**config.mk**
```make
export PLATFORM = sky130hd
export DESIGN_NAME = ifetch_ctrl
export DESIGN_NICKNAME = d
export VERILOG_FILES = /design/src/rtl/ifetch_pkg.sv /design/src/rtl/ifetch_fifo.sv /design/src/rtl/ifetch_ctrl.sv
export SDC_FILE = /design/constraint.sdc
export NUM_CORES = 1
export LEC_CHECK = 0
export BUFFER_PORTS_ARGS = -buffer_cell sky130_fd_sc_hd__buf_4
export CAP_MARGIN = 20
export CORE_MARGIN = 2
export CORE_UTILIZATION = 30
export CTS_CLUSTER_DIAMETER = 80
export DETAILED_ROUTE_END_ITERATION = 16
export PLACE_DENSITY = 0.52
export SLEW_MARGIN = 30
export SYNTH_ARGS = -nofsm -noshare
export SYNTH_HDL_FRONTEND = slang
export SYNTH_HIERARCHICAL = 1
export SYNTH_SLANG_ARGS = --single-unit
```
**constraint.sdc**
```tcl
create_clock -name clk -period 7.75 [get_ports clk]
set_input_delay 1.55 -clock clk [delete_from_list [all_inputs] [get_ports clk]]
set_output_delay 1.55 -clock clk [all_outputs]
set_load 0.1 [all_outputs]
```
**src/rtl/ifetch_pkg.sv**
```systemverilog
// Shared types and constants for the instruction-fetch sequencer.
// Holds the FSM state encoding, PC step and the prefetch FIFO entry layout.
package ifetch_pkg;

  localparam int          INST_W = 32;
  localparam logic [31:0] PC_INC = 32'd4;

  typedef enum logic [1:0] {
    ST_RUN   = 2'd0,
    ST_HALT  = 2'd1,
    ST_FAULT = 2'd2
  } state_t;

  typedef struct packed {
    logic [31:0]       pc;
    logic [INST_W-1:0] inst;
  } fetch_entry_t;

  localparam int ENTRY_W = $bits(fetch_entry_t);

endpackage

```
**src/rtl/ifetch_fifo.sv**
```systemverilog
// Prefetch FIFO: synchronous, power-of-two depth, with a flush that
// empties it in one edge. Push is ignored when full unless a pop frees a slot.
module ifetch_fifo
  import ifetch_pkg::*;
#(
  parameter int DEPTH = 2
) (
  input  logic                     clk,
  input  logic                     reset,
  input  logic                     i_flush,
  input  logic                     i_push,
  input  logic                     i_pop,
  input  logic [ENTRY_W-1:0]       i_data,
  output logic [ENTRY_W-1:0]       o_data,
  output logic [$clog2(DEPTH):0]   o_count,
  output logic                     o_full,
  output logic                     o_empty
);

  localparam int AW = $clog2(DEPTH);
  localparam int CW = AW + 1;

  logic [ENTRY_W-1:0] r_mem [DEPTH];
  logic [AW-1:0]      r_wr_ptr;
  logic [AW-1:0]      r_rd_ptr;
  logic [CW-1:0]      r_count;
  logic               w_do_pop;
  logic               w_do_push;

  assign o_empty   = (r_count == '0);
  assign o_full    = (r_count == CW'(DEPTH));
  assign o_count   = r_count;
  assign o_data    = r_mem[r_rd_ptr];
  assign w_do_pop  = i_pop && !o_empty;
  assign w_do_push = i_push && (!o_full || w_do_pop);

  always_ff @(posedge clk) begin
    if (w_do_push) begin
      r_mem[r_wr_ptr] <= i_data;
    end
  end

  // Flush has priority over a same-cycle push so nothing stale survives.
  always_ff @(posedge clk) begin
    if (reset || i_flush) begin
      r_wr_ptr <= '0;
      r_rd_ptr <= '0;
      r_count  <= '0;
    end else begin
      if (w_do_push) r_wr_ptr <= r_wr_ptr + AW'(1);
      if (w_do_pop)  r_rd_ptr <= r_rd_ptr + AW'(1);
      case ({w_do_push, w_do_pop})
        2'b10:   r_count <= r_count + CW'(1);
        2'b01:   r_count <= r_count - CW'(1);
        default: r_count <= r_count;
      endcase
    end
  end

endmodule

```
**src/rtl/ifetch_ctrl.sv**
```systemverilog
// Instruction-fetch sequencer: owns the PC, reads the combinational ROM and
// feeds decode through the prefetch FIFO; handles redirect, halt and faults.
//
// Handshake: decode takes the head on a rising edge where inst_valid and
// inst_ready are both high; inst_valid never depends on inst_ready, and the
// head (inst_pc/inst_data) stays put until it is taken or flushed.
module ifetch_ctrl
  import ifetch_pkg::*;
#(
  parameter logic [31:0] RESET_PC   = 32'h0000_0000,
  parameter int          ROM_WORDS  = 1000,
  parameter int          FIFO_DEPTH = 2
) (
  input  logic                         clk,
  input  logic                         reset,
  output logic [31:0]                  rom_addr,
  input  logic [31:0]                  rom_data,
  output logic                         inst_valid,
  input  logic                         inst_ready,
  output logic [31:0]                  inst_data,
  output logic [31:0]                  inst_pc,
  input  logic                         redirect,
  input  logic [31:0]                  redirect_pc,
  input  logic                         halt_req,
  output logic                         fault,
  output logic [31:0]                  fault_pc,
  output logic [1:0]                   o_dbg_state,
  output logic [$clog2(FIFO_DEPTH):0]  o_dbg_count
);

  localparam logic [31:0] ROM_LIMIT = 32'(ROM_WORDS);

  state_t                      r_state;
  state_t                      w_state_nxt;
  logic [31:0]                 r_fetch_pc;
  logic [31:0]                 w_fetch_pc_nxt;
  logic [31:0]                 r_fault_pc;
  logic [31:0]                 w_fault_pc_nxt;
  logic                        w_fetch;
  logic                        w_pop;
  logic                        w_in_range;
  logic                        w_full;
  logic                        w_empty;
  logic [$clog2(FIFO_DEPTH):0] w_count;
  fetch_entry_t                w_push_entry;
  fetch_entry_t                w_head;

  assign rom_addr     = {2'b00, r_fetch_pc[31:2]};
  assign w_in_range   = (rom_addr < ROM_LIMIT);
  assign inst_valid   = !w_empty;
  assign w_pop        = inst_valid && inst_ready;
  assign w_push_entry = '{pc: r_fetch_pc, inst: rom_data};
  assign inst_pc      = w_head.pc;
  assign inst_data    = w_head.inst;
  assign fault        = (r_state == ST_FAULT);
  assign fault_pc     = r_fault_pc;
  assign o_dbg_state  = r_state;
  assign o_dbg_count  = w_count;

  always_comb begin
    w_state_nxt    = r_state;
    w_fetch_pc_nxt = r_fetch_pc;
    w_fault_pc_nxt = r_fault_pc;
    w_fetch        = 1'b0;
    if (redirect) begin
      // Redirect wins over everything; the FIFO is flushed alongside.
      w_fetch_pc_nxt = redirect_pc;
      if (redirect_pc[1:0] != 2'b00) begin
        w_state_nxt    = ST_FAULT;
        w_fault_pc_nxt = redirect_pc;
      end else begin
        w_state_nxt = halt_req ? ST_HALT : ST_RUN;
      end
    end else begin
      case (r_state)
        ST_RUN: begin
          if (halt_req) begin
            w_state_nxt = ST_HALT;
          end else if (!w_in_range) begin
            w_state_nxt    = ST_FAULT;
            w_fault_pc_nxt = r_fetch_pc;
          end else if (!w_full || w_pop) begin
            w_fetch        = 1'b1;
            w_fetch_pc_nxt = r_fetch_pc + PC_INC;
          end
        end
        ST_HALT: begin
          if (!halt_req) w_state_nxt = ST_RUN;
        end
        ST_FAULT: begin
          w_state_nxt = ST_FAULT;
        end
        default: begin
          w_state_nxt = ST_RUN;
        end
      endcase
    end
  end

  always_ff @(posedge clk) begin
    if (reset) begin
      r_state    <= ST_RUN;
      r_fetch_pc <= RESET_PC;
      r_fault_pc <= '0;
    end else begin
      r_state    <= w_state_nxt;
      r_fetch_pc <= w_fetch_pc_nxt;
      r_fault_pc <= w_fault_pc_nxt;
    end
  end

  ifetch_fifo #(
    .DEPTH (FIFO_DEPTH)
  ) u_fifo (
    .clk     (clk),
    .reset   (reset),
    .i_flush (redirect),
    .i_push  (w_fetch),
    .i_pop   (w_pop),
    .i_data  (w_push_entry),
    .o_data  (w_head),
    .o_count (w_count),
    .o_full  (w_full),
    .o_empty (w_empty)
  );

endmodule

```
# Word level (Yosys, flattened, before mapping)
# Memory sizes are Yosys's and may differ from the RTL's. A register that Yosys moved wholly into a read port is not among the register bits.
# Cells that the tools add are included.
dict set report classes {
  mux 27
  n_reduce_logical 18
  addsub 5
  n_lt_le_gt_ge 1
  eq_ne 10
}
# operator n
set op_table {}
lappend op_table {{$mux 32} 10}
lappend op_table {{$add 32x3->32 const B} 1}
lappend op_table {{$lt 30x10->1 const B} 1}
lappend op_table {{$mux 1} 10}
lappend op_table {{$mux 2} 5}
lappend op_table {{$reduce_bool 2->1} 5}
lappend op_table {{$reduce_and 4->1} 2}
lappend op_table {{$eq 2x2->1 const B} 3}
lappend op_table {{$pmux 2 s3} 1}
lappend op_table {{$eq 2x1->1 const B} 2}
lappend op_table {{$logic_not 2->1} 2}
lappend op_table {{$ne 2x2->1 const B} 2}
lappend op_table {{$ne 4x4->1 const B} 1}
lappend op_table {{$pmux 2 s2} 1}
lappend op_table {{$logic_and 1x1->1} 3}
lappend op_table {{$logic_or 1x1->1} 3}
lappend op_table {{$ne 3x3->1 const B} 1}
lappend op_table {{$add 1x1->1 const B} 2}
lappend op_table {{$add 2x1->2 const B} 1}
lappend op_table {{$logic_not 1->1} 2}
lappend op_table {{$ne 2x1->1 const B} 1}
lappend op_table {{$reduce_and 2->1} 1}
lappend op_table {{$sub 2x1->2 const B} 1}
dict set report totals {
  output_inout_bits 134
  in_bits 69
  n_memories 1
  regBits 70
  mem_bits_rw 128
  elab_cells 68
}
# memory depth word_bits rd rd_ports_with_merged_regs wr line_no
set mem_list {}
lappend mem_list {u_fifo.r_mem 2 64 1 1 1 ifetch_fifo.sv:23} ;# logic [ENTRY_W-1:0] r_mem [DEPTH];

# Depth between registers and ports, before layout
# Gate-level depths: netlist of the first run.
dict set report depth {
  depth_word 12
  ltp_mapped 9
  ltp_nobuf 9
}

# Hierarchy
# Netlist of the first run, hierarchy kept.
# module seq_area_each_um2 area_each_um2 n_inst cells_each
set by_module_without_submodules {}
lappend by_module_without_submodules {ifetch_fifo 3943.8 4897.2 1 231}
lappend by_module_without_submodules {ifetch_ctrl 1321.3 3288.2 1 338}

# Worst setup path after synthesis of the first run
# Ideal clock, no wire load.
dict set report synth_path {
  kind {input -> register}
  startpoint {input inst_ready}
  endpoint {memory u_fifo/r_mem[0][0] (netlist name) (enable)}
  setup_time_ps 486
  path_stages 6
  slack_ps 1640
  path_buffers 0
  required_time_ps 7264
  arrival_ps 5623
  cell_sequence {nor2b_1 -> o21ai_1 -> or3_1 -> nor2_1 -> o21ai_2 -> nor2_1}
}
dict set report synth_between {
  elab_chain_cells 10
  elab_cells_between_ends 12
  classes_between {mux: 7; reduce/logical: 5}
}
# item line_no
set synth_lines {}
lappend synth_lines {{start: declaration} ifetch_ctrl.sv:19} ;# input logic inst_ready,
lappend synth_lines {{$logic_and 1x1->1} ifetch_ctrl.sv:51} ;# assign w_pop = inst_valid && inst_ready;
lappend synth_lines {{$logic_or 1x1->1} ifetch_ctrl.sv:82} ;# end else if (!w_full || w_pop) begin
lappend synth_lines {{$mux 1} ifetch_ctrl.sv:82}
lappend synth_lines {{$mux 1} ifetch_ctrl.sv:79} ;# end else if (!w_in_range) begin
lappend synth_lines {{$mux 1} ifetch_ctrl.sv:77} ;# if (halt_req) begin
lappend synth_lines {{$mux 1} ifetch_ctrl.sv:75} ;# case (r_state)
lappend synth_lines {{$mux 1} ifetch_ctrl.sv:65} ;# if (redirect) begin
lappend synth_lines {{via w_fetch} ifetch_ctrl.sv:39} ;# logic w_fetch;
lappend synth_lines {{$logic_and 1x1->1} ifetch_fifo.sv:35} ;# assign w_do_push = i_push && (!o_full || w_do_pop);
lappend synth_lines {{$mux 1} ifetch_fifo.sv:38} ;# if (w_do_push) begin
lappend synth_lines {{$mux 1 (implied by the code)} ifetch_fifo.sv:39} ;# r_mem[r_wr_ptr] <= i_data;
lappend synth_lines {{end: declaration} ifetch_fifo.sv:23}
# The timed path passes the listed nets, and every way through them passes these cells.

# Worst setup path after layout of the first run
dict set report layout_path {
  startpoint {input inst_ready}
  endpoint {memory u_fifo/r_mem[1][34] (netlist name) (enable)}
}
dict set report layout_between {
  elab_chain_cells 10
  elab_cells_between_ends 12
  classes_between {mux: 7; reduce/logical: 5}
}
# item line_no
set layout_lines {}
lappend layout_lines {{$logic_and 1x1->1} ifetch_ctrl.sv:51}
lappend layout_lines {{via w_pop} ifetch_ctrl.sv:40} ;# logic w_pop;
lappend layout_lines {{$logic_or 1x1->1} ifetch_ctrl.sv:82}
lappend layout_lines {{$mux 1} ifetch_ctrl.sv:82}
lappend layout_lines {{$mux 1} ifetch_ctrl.sv:79}
lappend layout_lines {{$mux 1} ifetch_ctrl.sv:77}
lappend layout_lines {{$mux 1} ifetch_ctrl.sv:75}
lappend layout_lines {{$mux 1} ifetch_ctrl.sv:65}
lappend layout_lines {{via w_fetch} ifetch_ctrl.sv:39}
lappend layout_lines {{$logic_and 1x1->1} ifetch_fifo.sv:35}
lappend layout_lines {{$mux 1} ifetch_fifo.sv:38}
lappend layout_lines {{$mux 1 (implied by the code)} ifetch_fifo.sv:39}
# The timed path passes the listed nets, and every way through them passes these cells.

==> impl_results.md, run 1 <==
- Result of the run: finished, final reports clean
- Count of hold buffers inserted by post-cts repair: 0
- Wirelength per Cell: roughly 17 um
- Remaining routing DRC violations: 0
- Series of cell instances along the critical path: buf_4, nor2b_1, o21ai_1, or3_1, nor2_1, o21ai_2, nor2_4, buf_4
- Vias in the first global route: roughly 4800
- Mean instance size in the synthesized netlist: around 14 um2
- # nets final: just over 800
- Postcts setup bufs: 0
- RSZ-0062 raised after global routing: no
- Area after detailed placement: around 10000 um2
- Die W: 169.2 um
- Worst hold margin: roughly 0.46 ns
- Overall die area: about 29000 um2
- Number of enable flip-flop cells after synthesis: approximately 130
- Multiplexer area fraction after synthesis: between 15 and 20%
- Most frequent standard cell in the layout excluding fill and tap cells: sky130_fd_sc_hd__buf_4
- Count of final hold-check violations: 0
- 1st-pass router iterations: 5
- Clock transition time at the flip-flop clock pins of the worst setup and hold paths: 0.08 ns
- Simple-Gate Fraction of Synth Area: 8.774%
- Insertion delay of the later-clocked pin in the worst-skew pair: between 0.4 and 0.5 ns
- Pin count of the biggest net entering global routing: between 60 and 70
- Post-Layout Inst Area: around 10000 um2
- Final Skew: between 0.01 and 0.015 ns
- Synthesized instance count: 569
- GRT overflow: 0
- Leakage power: between 4 and 5 nW
- Max Cap Viol: 0
- Fraction of final layout cells with drive strength greater than 1: a little under half
- Data required time of the critical path: between 7 and 8 ns
- Maximum fanout along the worst path: 36
- Hold Path Stages: 2
- Worst Tran Pin Value: between 0.9 and 1 ns
- Power Dens Cells: between 200 and 250 nW/um2
- Antenna violations before repair: 0
- Asr flop ratio synth: 0%
- Adder-cell area share of the yosys netlist: 0.1529%
- Most instantiated flip-flop cell in the synthesis netlist: sky130_fd_sc_hd__edfxtp_1
- Final min period: approximately 4.6 ns
- Kind of capture point of the worst setup path: flop
- FMAX: 219.2 MHz
- Post-DRT Antenna Nets: 0
- Number of failing setup endpoints in the final timing report: 0
- Highest cell delay on the worst timing path: a little over 0.7 ns
- Most Frequent Cell on Critical Path: sky130_fd_sc_hd__buf_4
- Diodes inserted: 0
- Commonest cells after routing, fill and taps aside: sky130_fd_sc_hd__buf_4, sky130_fd_sc_hd__edfxtp_1, sky130_fd_sc_hd__dfxtp_1
- Peak supply drop: roughly 0.1 mV
- Root buffer cell: sky130_fd_sc_hd__clkbuf_16
- Number of warnings issued by yosys: 6
- Kind of start point of the critical path: primary input
- Headroom to the max-slew limit: approximately two fifths
- Reg-to-reg critical path endpoint: u_fifo/r_mem[1][34]$_DFFE_PP_
- Count of cells resized by post-cts repair: 0
- Final HPWL from detailed placement: roughly 12 mm
- Flop and latch count out of synthesis: ~200
- Critical path's slowest cell: sky130_fd_sc_hd__nor2_4
- Fraction of the yosys area taken by sequential cells: 64.32%
- Number of cell instances on the worst register-to-register path: 8
- Number of buffers created by CTS: 17
- Overall Power: around 0.0025 W
- Final period util: between 50% and 60%
- Vertical die dimension: around 170 um
- Setup TNS: 0 ns
- Main combinational cell family by area after synthesis: multiplexers
- Critical Setup Path Class: primary input to flop
- DR iter-0 viols: about 230
- I/O pins: slightly above 200
- Initial standard-cell utilization of the core: 30.46%
- Arrival time at the worst endpoint: about 4.6 ns
- Clock tree from TritonCTS: done
- Number of pins with negative max-slew slack in the final report: 0
- Count of vias placed by the detailed router: between 4000 and 5000
- Total wire length: roughly 19 mm
- Cell area after synthesis: 8185 um2
- XOR/XNOR Fraction of Synth Area: less than 1%
- Routed vias/inst: around 4.5
- Weighted congestion reported at the end of routability-driven placement: slightly above 0.7
- Worst reg2reg setup slack: 3.79 ns
- Reg2reg start: u_fifo/o_count[1]$_SDFFE_PP0P_
- Startpoint of the lowest-slack hold path: fault_pc[6]$_SDFFE_PP0P_
- Number of library cell types mapped by synthesis: 48
- Relative area change from synthesis to final layout: 27.61%
- Core Area: between 20000 and 30000 um2
- Hold endpoint: fault_pc[6]$_SDFFE_PP0P_
- Site Rows: 60
- First-pass GRT wire length: between 20 and 30 mm
- Post-synthesis compound-gate area fraction: between 4 and 5%
- Clock sink count: 199
- Deepest level of the CTS H-tree: 4
- HP Class: flop to flop
- Quantity of I/O buffers inserted on ports: 200
- Bufs on Longest Clock Path: 2
- Total GRT Usage: 12.91%
-- synth_stat cells (all sizes together) (4+ instances only) --
master	count	area [um2]
buf	48	385.4
o21ai	8	47.54
dfxtp	71	1421
a21oi	12	60.06
a221oi	4	35.03
nor4	11	115.1
nor2b	32	200.2
nand3	5	30.03
clkbuf	10	37.54
mux2	87	1066
xor2	6	52.55
mux2i	24	240.2
inv	15	56.30
o21a	7	52.55
nor3	4	20.02
a211oi	8	60.06
nand2	7	26.28
nor2	59	221.5
edfxtp	128	3844
-- worst max-delay path, delay by kind of cell --
family	cells	cell delay, ns
AND/OR/NAND/NOR	4	1.91
buffers and inverters	2	0.66
AO/OA/AOI/OAI	2	0.44
-- logic make-up after synthesis --
kind of cell,after synthesis
flops,199
simple gates,131
mux,111
buf+inv,73
compound gates,46
xor+xnor,7
fa+ha+maj,1
other cells,1
-- metrics by stage --
step                utilization, %  std cells  setup slack, ns
floorplan                        -        570            1.640
global placement             36.22       1056            2.739
detailed placement           36.22       1056            2.680
CTS                          38.66       1088            3.141
global route                 38.86       1090            2.909
finish                       38.86       1090            3.188
-- cell type report --
class                      instances  area [um2]
fill                            2581       16430
tap                              341       426.7
clock buffer                      17       425.4
inverter                          15       56.30
clock inverter                    15       229.0
sequential                       199        5269
timing repair buffer             205        1579
multi-input combinational        298        2460
-- state kept, by name, indices dropped and copies added (netlist names), named ones only --
name / flops
u_fifo/r_wr_ptr: 1
u_fifo/r_rd_ptr: 1
r_fetch_pc: 32
u_fifo/o_count: 2
o_dbg_state: 2
fault_pc: 32
u_fifo/r_mem: 128
-- power breakdown --
part	switching, W	leakage, nW	internal (W)
registers	0.0000289	1.73	0.00115
clock network	0.000453	0.314	0.000504
logic	0.000260	2.03	0.0000959
total	0.000742	4.07	0.00175
-- how the worst max path moves through the flow --
stage | cells after the start | from | slack, ns | endpoint
2_1_floorplan | 6 | inst_ready | 1.64 | u_fifo/r_mem[0][0]$_DFFE_PP_
3_3_place_gp | 8 | inst_ready | 2.74 | u_fifo/r_mem[1][43]$_DFFE_PP_
3_5_place_dp | 8 | inst_ready | 2.68 | u_fifo/r_mem[1][43]$_DFFE_PP_
4_1_cts | 8 | inst_ready | 3.14 | u_fifo/r_mem[1][18]$_DFFE_PP_
5_1_grt | 8 | inst_ready | 2.91 | u_fifo/r_mem[1][34]$_DFFE_PP_
6_report | 8 | inst_ready | 3.19 | u_fifo/r_mem[1][34]$_DFFE_PP_
-- metal layers --
metal  up-vias  part of all wire (%)  GRT usage (%)
li1       2359                     -              -
met1      2357                    46          18.30
met2       153                    47          20.11
met3         9                   6.4          2.565
met4         0                  0.88          3.679
met5         -                     0              0
No activity file was read; power rests on OpenSTA's default activity.
==> run 2: changes to the inputs <==
PLACE_DENSITY = 0.54   (was 0.52)
clock period = 4.1 ns   (was 7.75 ns; I/O delays follow)
==> impl_results.md, run 2 (synthesized netlist as in run 1, its figures left out) <==
- Total of fill cells in the finished design: 2605 (+0.93%)
- 1st-pass router iterations: 4 (-1)
- Area of the multi-input gates: 2460 um2 (unchanged)
- Headroom to the max-slew limit: 49.27% (+9.5 points)
- Reg2reg start: u_fifo/o_count[1]$_SDFFE_PP0P_
- Count of final hold-check violations: 0 (unchanged)
- Overall die area: 28620 um2 (unchanged)
- Kind of start point of the critical path: primary input
- Clock transition time at the flip-flop clock pins of the worst setup and hold paths: 0.08 ns (about the same)
- Count of vias placed by the detailed router: 4919 (+0.84%)
- Switching part of the total power: 29.38% (-0.38 points)
- # nets final: 810 (+0.50%)
- Relative area change from synthesis to final layout: 26.98%
- Number of failing setup endpoints in the final timing report: 0 (unchanged)
- Total GRT Usage: 13.03% (+0.12 points)
- Post-DRT Antenna Nets: 0 (unchanged)
- Most frequent standard cell in the layout excluding fill and tap cells: sky130_fd_sc_hd__buf_4
- RSZ-0062 raised after global routing: no
- Worst reg2reg setup slack: 1.24 ns (-2.55 ns)
- Peak supply drop: 0.2694 mV (+170%)
- Most flop-heavy register: u_fifo/r_mem
- Result of the run: finished, final reports clean
- Data required time of the critical path: 4.19 ns (-3.63 ns)
- Worst hold margin: 0.4650 ns (+0.007575 ns)
- Antenna violations before repair: 0 (unchanged)
- Vias in the first global route: 4913 (+1.4%)
- Postcts setup bufs: 0 (unchanged)
- Clock sink count: 199 (unchanged)
- Routed vias/inst: 4.496 (+0.47%)
- Number of cells in the design after placement: 1061 (+0.47%)
- Final min period: 2.862 ns
- Weighted congestion reported at the end of routability-driven placement: 0.7688 (+7.0%)
- Post-Layout Inst Area: 10390 um2 (-0.49%)
- Max Cap Viol: 0 (unchanged)
- Final worst slack: 1.238 ns (-1.950 ns)
- Clock tree from TritonCTS: done
- Initial standard-cell utilization of the core: 30.46% (unchanged)
- Switching Power: 0.001338 W (+80%)
- Wirelength per Cell: 17.38 um (+1.8%)
- Max reg flops: 128 (unchanged)
- Quantity of I/O buffers inserted on ports: 200 (unchanged)
- Critical Setup Path Class: primary input to flop
- Deepest level of the CTS H-tree: 4 (unchanged)
- First-pass GRT wire length: 28.42 mm (+0.59%)
- Pin count of the biggest net entering global routing: 69 (unchanged)
- Root buffer cell: sky130_fd_sc_hd__clkbuf_16
- Fraction of final layout cells with drive strength greater than 1: 45.68% (-0.11 points)
- Arrival time at the worst endpoint: 2.95 ns (-1.68 ns)
- Final Skew: 0.01626 ns (+0.003200 ns)
- Core Area: 26880 um2 (unchanged)
- DR iter-0 viols: 237 (+5.3%)
- GRT overflow: 0 (unchanged)
- Worst Tran Pin Value: 0.7610 ns (-0.1401 ns)
- DP Worst Slack: 0.8668 ns (-1.814 ns)
- Power Dens Cells: 438.1 nW/um2 (+84%)
- Hold Path Stages: 2 (unchanged)
- Total wire length: 19.01 mm (+2.2%)
- Diodes inserted: 0 (unchanged)
- Leakage power: 4.057 nW (-0.39%)
- Number of buffers created by CTS: 17 (unchanged)
- Count of cells resized by post-cts repair: 0 (unchanged)
- Die W: 169.2 um (unchanged)
- Startpoint of the lowest-slack hold path: fault_pc[4]$_SDFFE_PP0P_
- Final core utilization: 38.67% (-0.19 points)
- Insertion delay of the later-clocked pin in the worst-skew pair: 0.43 ns (about the same)
- Bufs on Longest Clock Path: 2 (unchanged)
- Count of hold buffers inserted by post-cts repair: 0 (unchanged)
- Cell Count, Final, Fillers Out: 1094 (+0.37%)
- Commonest cells after routing, fill and taps aside: sky130_fd_sc_hd__buf_4, sky130_fd_sc_hd__edfxtp_1, sky130_fd_sc_hd__dfxtp_1
- Reg-to-reg critical path endpoint: u_fifo/r_mem[0][20]$_DFFE_PP_
- HP Class: flop to flop
- Share of power burned in the clock network: 36.1% (-2.3 points)
- Number of pins with negative max-slew slack in the final report: 0 (unchanged)
- Total internal power: 0.003215 W (+84%)
- Hold endpoint: fault_pc[4]$_SDFFE_PP0P_
- Sequential cell area: 5269 um2 (unchanged)
- FMAX: approximately 350 MHz
- Vertical die dimension: 169.2 um (unchanged)
- Final HPWL from detailed placement: 12.55 mm (+2.3%)
- Site Rows: 60 (unchanged)
- I/O pins: 203 (unchanged)
- Number of cell instances on the worst register-to-register path: 9 (+1)
- Remaining routing DRC violations: 0 (unchanged)
- Final period util: about 70%
- Kind of capture point of the worst setup path: flop
- Comb power frac: 14.9% (+0.6 points)
- Flop pwr share: 49.0% (+1.7 points)
- Area after detailed placement: 9798 um2 (+0.64%)
- Maximum fanout along the worst path: 49 (+36%)
[run 2: power by group through the flow]
stage / Sequential, W / Combinational, W / Clock, W
floorplan: 0.00245 / 0.000357 / 0
global placement: 0.00228 / 0.000683 / 0
detailed placement: 0.00228 / 0.000685 / 0
CTS: 0.00223 / 0.000686 / 0.00170
global route: 0.00224 / 0.000708 / 0.00177
finish: 0.00223 / 0.000679 / 0.00164
[run 2: cell type report]
class	count	area share, %
clock buffers	17	4.093
clock inverters	15	1.372
inverters	15	0.5417
multi-input cells	298	23.67
flip-flops and latches	199	50.69
well taps	341	4.105
repair buffers	209	15.53
[run 2: worst max path at each step]
stage	startpoint	endpoint	slack (ns)	depth (start not counted)
finish	halt_req	u_fifo/r_mem[0][20]$_DFFE_PP_	1.24	8
global route	r_fetch_pc[14]$_SDFFE_PP0P_	u_fifo/r_mem[0][22]$_DFFE_PP_	1.10	7
global placement	halt_req	u_fifo/r_mem[1][1]$_DFFE_PP_	0.92	8
CTS	flop	inst_pc[31]	1.10	2
floorplan	u_fifo/o_count[1]$_SDFFE_PP0P_	u_fifo/r_mem[0][0]$_DFFE_PP_	-0.62	7
detailed placement	halt_req	u_fifo/r_mem[1][25]$_DFFE_PP_	0.87	8
[run 2: critical path: stages]
cell	delay, ns
sky130_fd_sc_hd__buf_4	0.12
sky130_fd_sc_hd__nor3_1	0.29
sky130_fd_sc_hd__o21ai_1	0.24
sky130_fd_sc_hd__or3_1	0.47
sky130_fd_sc_hd__nor2_1	0.30
sky130_fd_sc_hd__o21ai_2	0.19
sky130_fd_sc_hd__nor2_4	0.15
sky130_fd_sc_hd__buf_12	0.26
[run 2: metal layers]
layer  vias up  share of wire (%)  GRT usage (%)
li1       2369                  -              -
met5         -                  0              0
met1      2407                 46          17.57
met3         7                5.5          2.938
met4         0               0.80          3.233
met2       136                 48          21.33
[run 2: through the flow]
step	total power [W]	TNS (ns)
2_1_floorplan	0.002803	-79.89
3_3_place_gp	0.002959	0
3_5_place_dp	0.002961	0
4_1_cts	0.004614	0
5_1_grt	0.004718	0
6_report	0.004553	0
==> run 3: changes to the inputs <==
ABC_AREA = 1   (was not set)
clock period = 2.5 ns   (was 4.1 ns; I/O delays follow)
==> impl_results.md, run 3 <==
- Result of the run: finished, final reports clean
- Final period util: between 90% and 100%
- Routed vias/inst: 4.431 (-1.5%)
- Fraction of the yosys area taken by sequential cells: 63.12% (-1.2 points)
- Remaining routing DRC violations: 0 (unchanged)
- Kind of start point of the critical path: flop
- Final HPWL from detailed placement: 15.28 mm (+22%)
- FMAX: around 430 MHz
- Clock transition time at the flip-flop clock pins of the worst setup and hold paths: 0.07 ns (about the same)
- Final worst slack: 0.1636 ns (-1.075 ns)
- Met2 usage in global routing: 23.52% (+2.2 points)
- Pin count of the biggest net entering global routing: 44 (-36%)
- Synthesized instance count: 750 (+32%)
- GRT overflow: 0 (unchanged)
- Initial standard-cell utilization of the core: 30.28% (-0.18 points)
- Global-route layer with the greatest usage: met2
- Commonest cells in the netlist: sky130_fd_sc_hd__edfxtp_1, sky130_fd_sc_hd__nor2_1, sky130_fd_sc_hd__nand2_1
- Cell Count, Final, Fillers Out: 1313 (+20%)
- Hold Path Stages: 1 (-1)
- Number of enable flip-flop cells after synthesis: 128 (unchanged)
- Clock tree from TritonCTS: done
- Worst Tran Pin Value: 0.5578 ns (-0.2032 ns)
- Most used standard cell by instance count after synthesis: sky130_fd_sc_hd__edfxtp_1
- Arrival time at the worst endpoint: 1.84 ns (-1.11 ns)
- Most instantiated flip-flop cell in the synthesis netlist: sky130_fd_sc_hd__edfxtp_1
- Commonest cells after routing, fill and taps aside: sky130_fd_sc_hd__buf_4, sky130_fd_sc_hd__edfxtp_1, sky130_fd_sc_hd__nor2_1
- Insertion delay of the later-clocked pin in the worst-skew pair: 0.44 ns (about the same)
- Number of failing setup endpoints in the final timing report: 0 (unchanged)
- Number of warnings issued by yosys: 6 (unchanged)
- Overall die area: 29160 um2 (+1.9%)
- Core Area: 27550 um2 (+2.5%)
- Site Rows: 61 (+1.7%)
- Most flop-heavy register: u_fifo/r_mem
- Number of cell instances on the worst register-to-register path: 12 (+3)
- Antenna violations before repair: 0 (unchanged)
- Cell area after synthesis: 8342 um2 (+1.9%)
- DP Worst Slack: 0.2050 ns (-0.6618 ns)
- Kind of capture point of the worst setup path: primary output
- Most frequent standard cell in the layout excluding fill and tap cells: sky130_fd_sc_hd__buf_4
- DR iter-0 viols: 319 (+35%)
- Fraction of met1 tracks used by global routing: 19.66% (+2.1 points)
- Routing usage on met3: 4.048% (+1.1 points)
- Quantity of I/O buffers inserted on ports: 200 (unchanged)
- Number of cells in the design after placement: 1281 (+21%)
- Flop and latch count out of synthesis: 199 (unchanged)
- Bufs on Longest Clock Path: 2 (unchanged)
- Vertical die dimension: 170.8 um (+0.93%)
- Count of cells resized by post-cts repair: 0 (unchanged)
- Deepest level of the CTS H-tree: 4 (unchanged)
- Maximum fanout along the worst path: 25 (-49%)
- Fraction of final layout cells with drive strength greater than 1: 35.40% (-10 points)
- Count of vias placed by the detailed router: 5818 (+18%)
- Max reg flops: 128 (unchanged)
- First-pass GRT wire length: 32.20 mm (+13%)
- # nets final: 992 (+22%)
- Weighted congestion reported at the end of routability-driven placement: 0.8055 (+4.8%)
- Final min period: 2.336 ns
- Total GRT Usage: 14.82% (+1.8 points)
- Number of pins with negative max-slew slack in the final report: 0 (unchanged)
- Leakage power: 4.384 nW (+8.1%)
- Count of final hold-check violations: 0 (unchanged)
- 1st-pass router iterations: 5 (+1)
- Diodes inserted: 0 (unchanged)
- Postcts setup bufs: 0 (unchanged)
- Mean instance size in the synthesized netlist: 11.12 um2 (-23%)
- RSZ-0062 raised after global routing: no
- Power Dens Cells: 737.2 nW/um2 (+68%)
- Vias in the first global route: 5618 (+14%)
- Portion of synthesized cell area occupied by the leading cell type: 46.08% (-0.88 points)
- Die W: 170.8 um (+0.93%)
- Headroom to the max-slew limit: 62.42% (+13 points)
- Relative area change from synthesis to final layout: 28.65%
- Count of hold buffers inserted by post-cts repair: 0 (unchanged)
- Root buffer cell: sky130_fd_sc_hd__clkbuf_16
- Data required time of the critical path: 2.00 ns (-2.19 ns)
- Synth area leader: sky130_fd_sc_hd__edfxtp_1
- Post-DRT Antenna Nets: 0 (unchanged)
- Total wire length: 21.63 mm (+14%)
- Clock sink count: 199 (unchanged)
- Asr flop ratio synth: 0% (unchanged)
- I/O pins: 203 (unchanged)
- Top area cells in the synthesized netlist: sky130_fd_sc_hd__edfxtp_1, sky130_fd_sc_hd__dfxtp_1, sky130_fd_sc_hd__mux2_2, sky130_fd_sc_hd__nor2_1, sky130_fd_sc_hd__nand2_1
- Final Skew: 0.01609 ns (-0.0001642 ns)
- Critical Setup Path Class: flop to primary output
- Max Cap Viol: 0 (unchanged)
- Wirelength per Cell: 16.48 um (-5.2%)
- Peak supply drop: 0.3578 mV (+33%)
- Number of buffers created by CTS: 17 (unchanged)
- Number of library cell types mapped by synthesis: 32 (-33%)
- HP Class: primary input to flop
[run 3: cell types whose count changed after synthesis, sizes merged, moves of 23 or more]
cell   change
nor2b     -32
nand3     +36
nand2     +98
mux2      -23
a21oi     +48
nor2      +63
inv       +38
[run 3: layer usage]
metal | share of wire (%) | up-vias | wire length, um
met5 | 0 | - | 0
met1 | 45 | 2753 | 9735
met2 | 46 | 184 | 10040
met3 | 6.9 | 22 | 1498
li1 | - | 2859 | -
met4 | 1.7 | 0 | 357
[run 3: critical path: stages, from the launching register on]
cell	delay, ns
sky130_fd_sc_hd__dfxtp_4	0.55
sky130_fd_sc_hd__buf_12	0.24
sky130_fd_sc_hd__mux2_2	0.37
sky130_fd_sc_hd__buf_4	0.24
[run 3: stage by stage]
stage	total power [W]	cell area, um2	setup TNS (ns)	hold slack (ns)	util, %
floorplan	0.004810	8409	-12.15	0.4249	-
global placement	0.005134	10120	0	0.4522	36.75
detailed placement	0.005139	10120	0	0.4530	36.75
CTS	0.008002	10730	0	0.2343	38.95
global route	0.008242	10730	0	0.2201	38.95
finish	0.007911	10730	0	0.2535	38.95
[run 3: layout make-up]
class                           count  area [um2]
Fill cell                        2705       16820
Sequential cell                   199        5284
Multi-Input combinational cell    432        2439
Timing Repair Buffer              218        1724
Tap cell                          378       473.0
Clock buffer                       22       465.4
Inverter                           54       205.2
Clock inverter                     10       141.4
[run 3: kinds of logic after synthesis]
family                     synth area share [%]
other                                   0.04495
buffers and inverters                     8.160
adders and majority gates                0.1500
AOI/OAI and AO/OA                         4.920
xor gates and xnor gates                 0.3150
and+or+nand+nor                           14.05
DFF                                       63.12
muxes                                     9.240
[run 3: report_power, final]
group          total, W  leakage, nW  internal [W]  switching (W)
registers       0.00367         1.75       0.00359      0.0000833
logic           0.00139         2.35      0.000330        0.00106
clock network   0.00285        0.289       0.00164        0.00121
total           0.00791         4.38       0.00556        0.00235
[run 3: final timing paths]
check / start / endpoint / slack, ns
max reg2reg: r_fetch_pc[21]$_SDFFE_PP0P_ / u_fifo/r_mem[1][50]$_DFFE_PP_ / 0.25
max: flop / inst_data[15] / 0.16
min: rom_data[7] / u_fifo/r_mem[1][7]$_DFFE_PP_ / 0.25
min reg2reg: u_fifo/r_rd_ptr$_SDFFE_PP0P_ / flop / 0.47
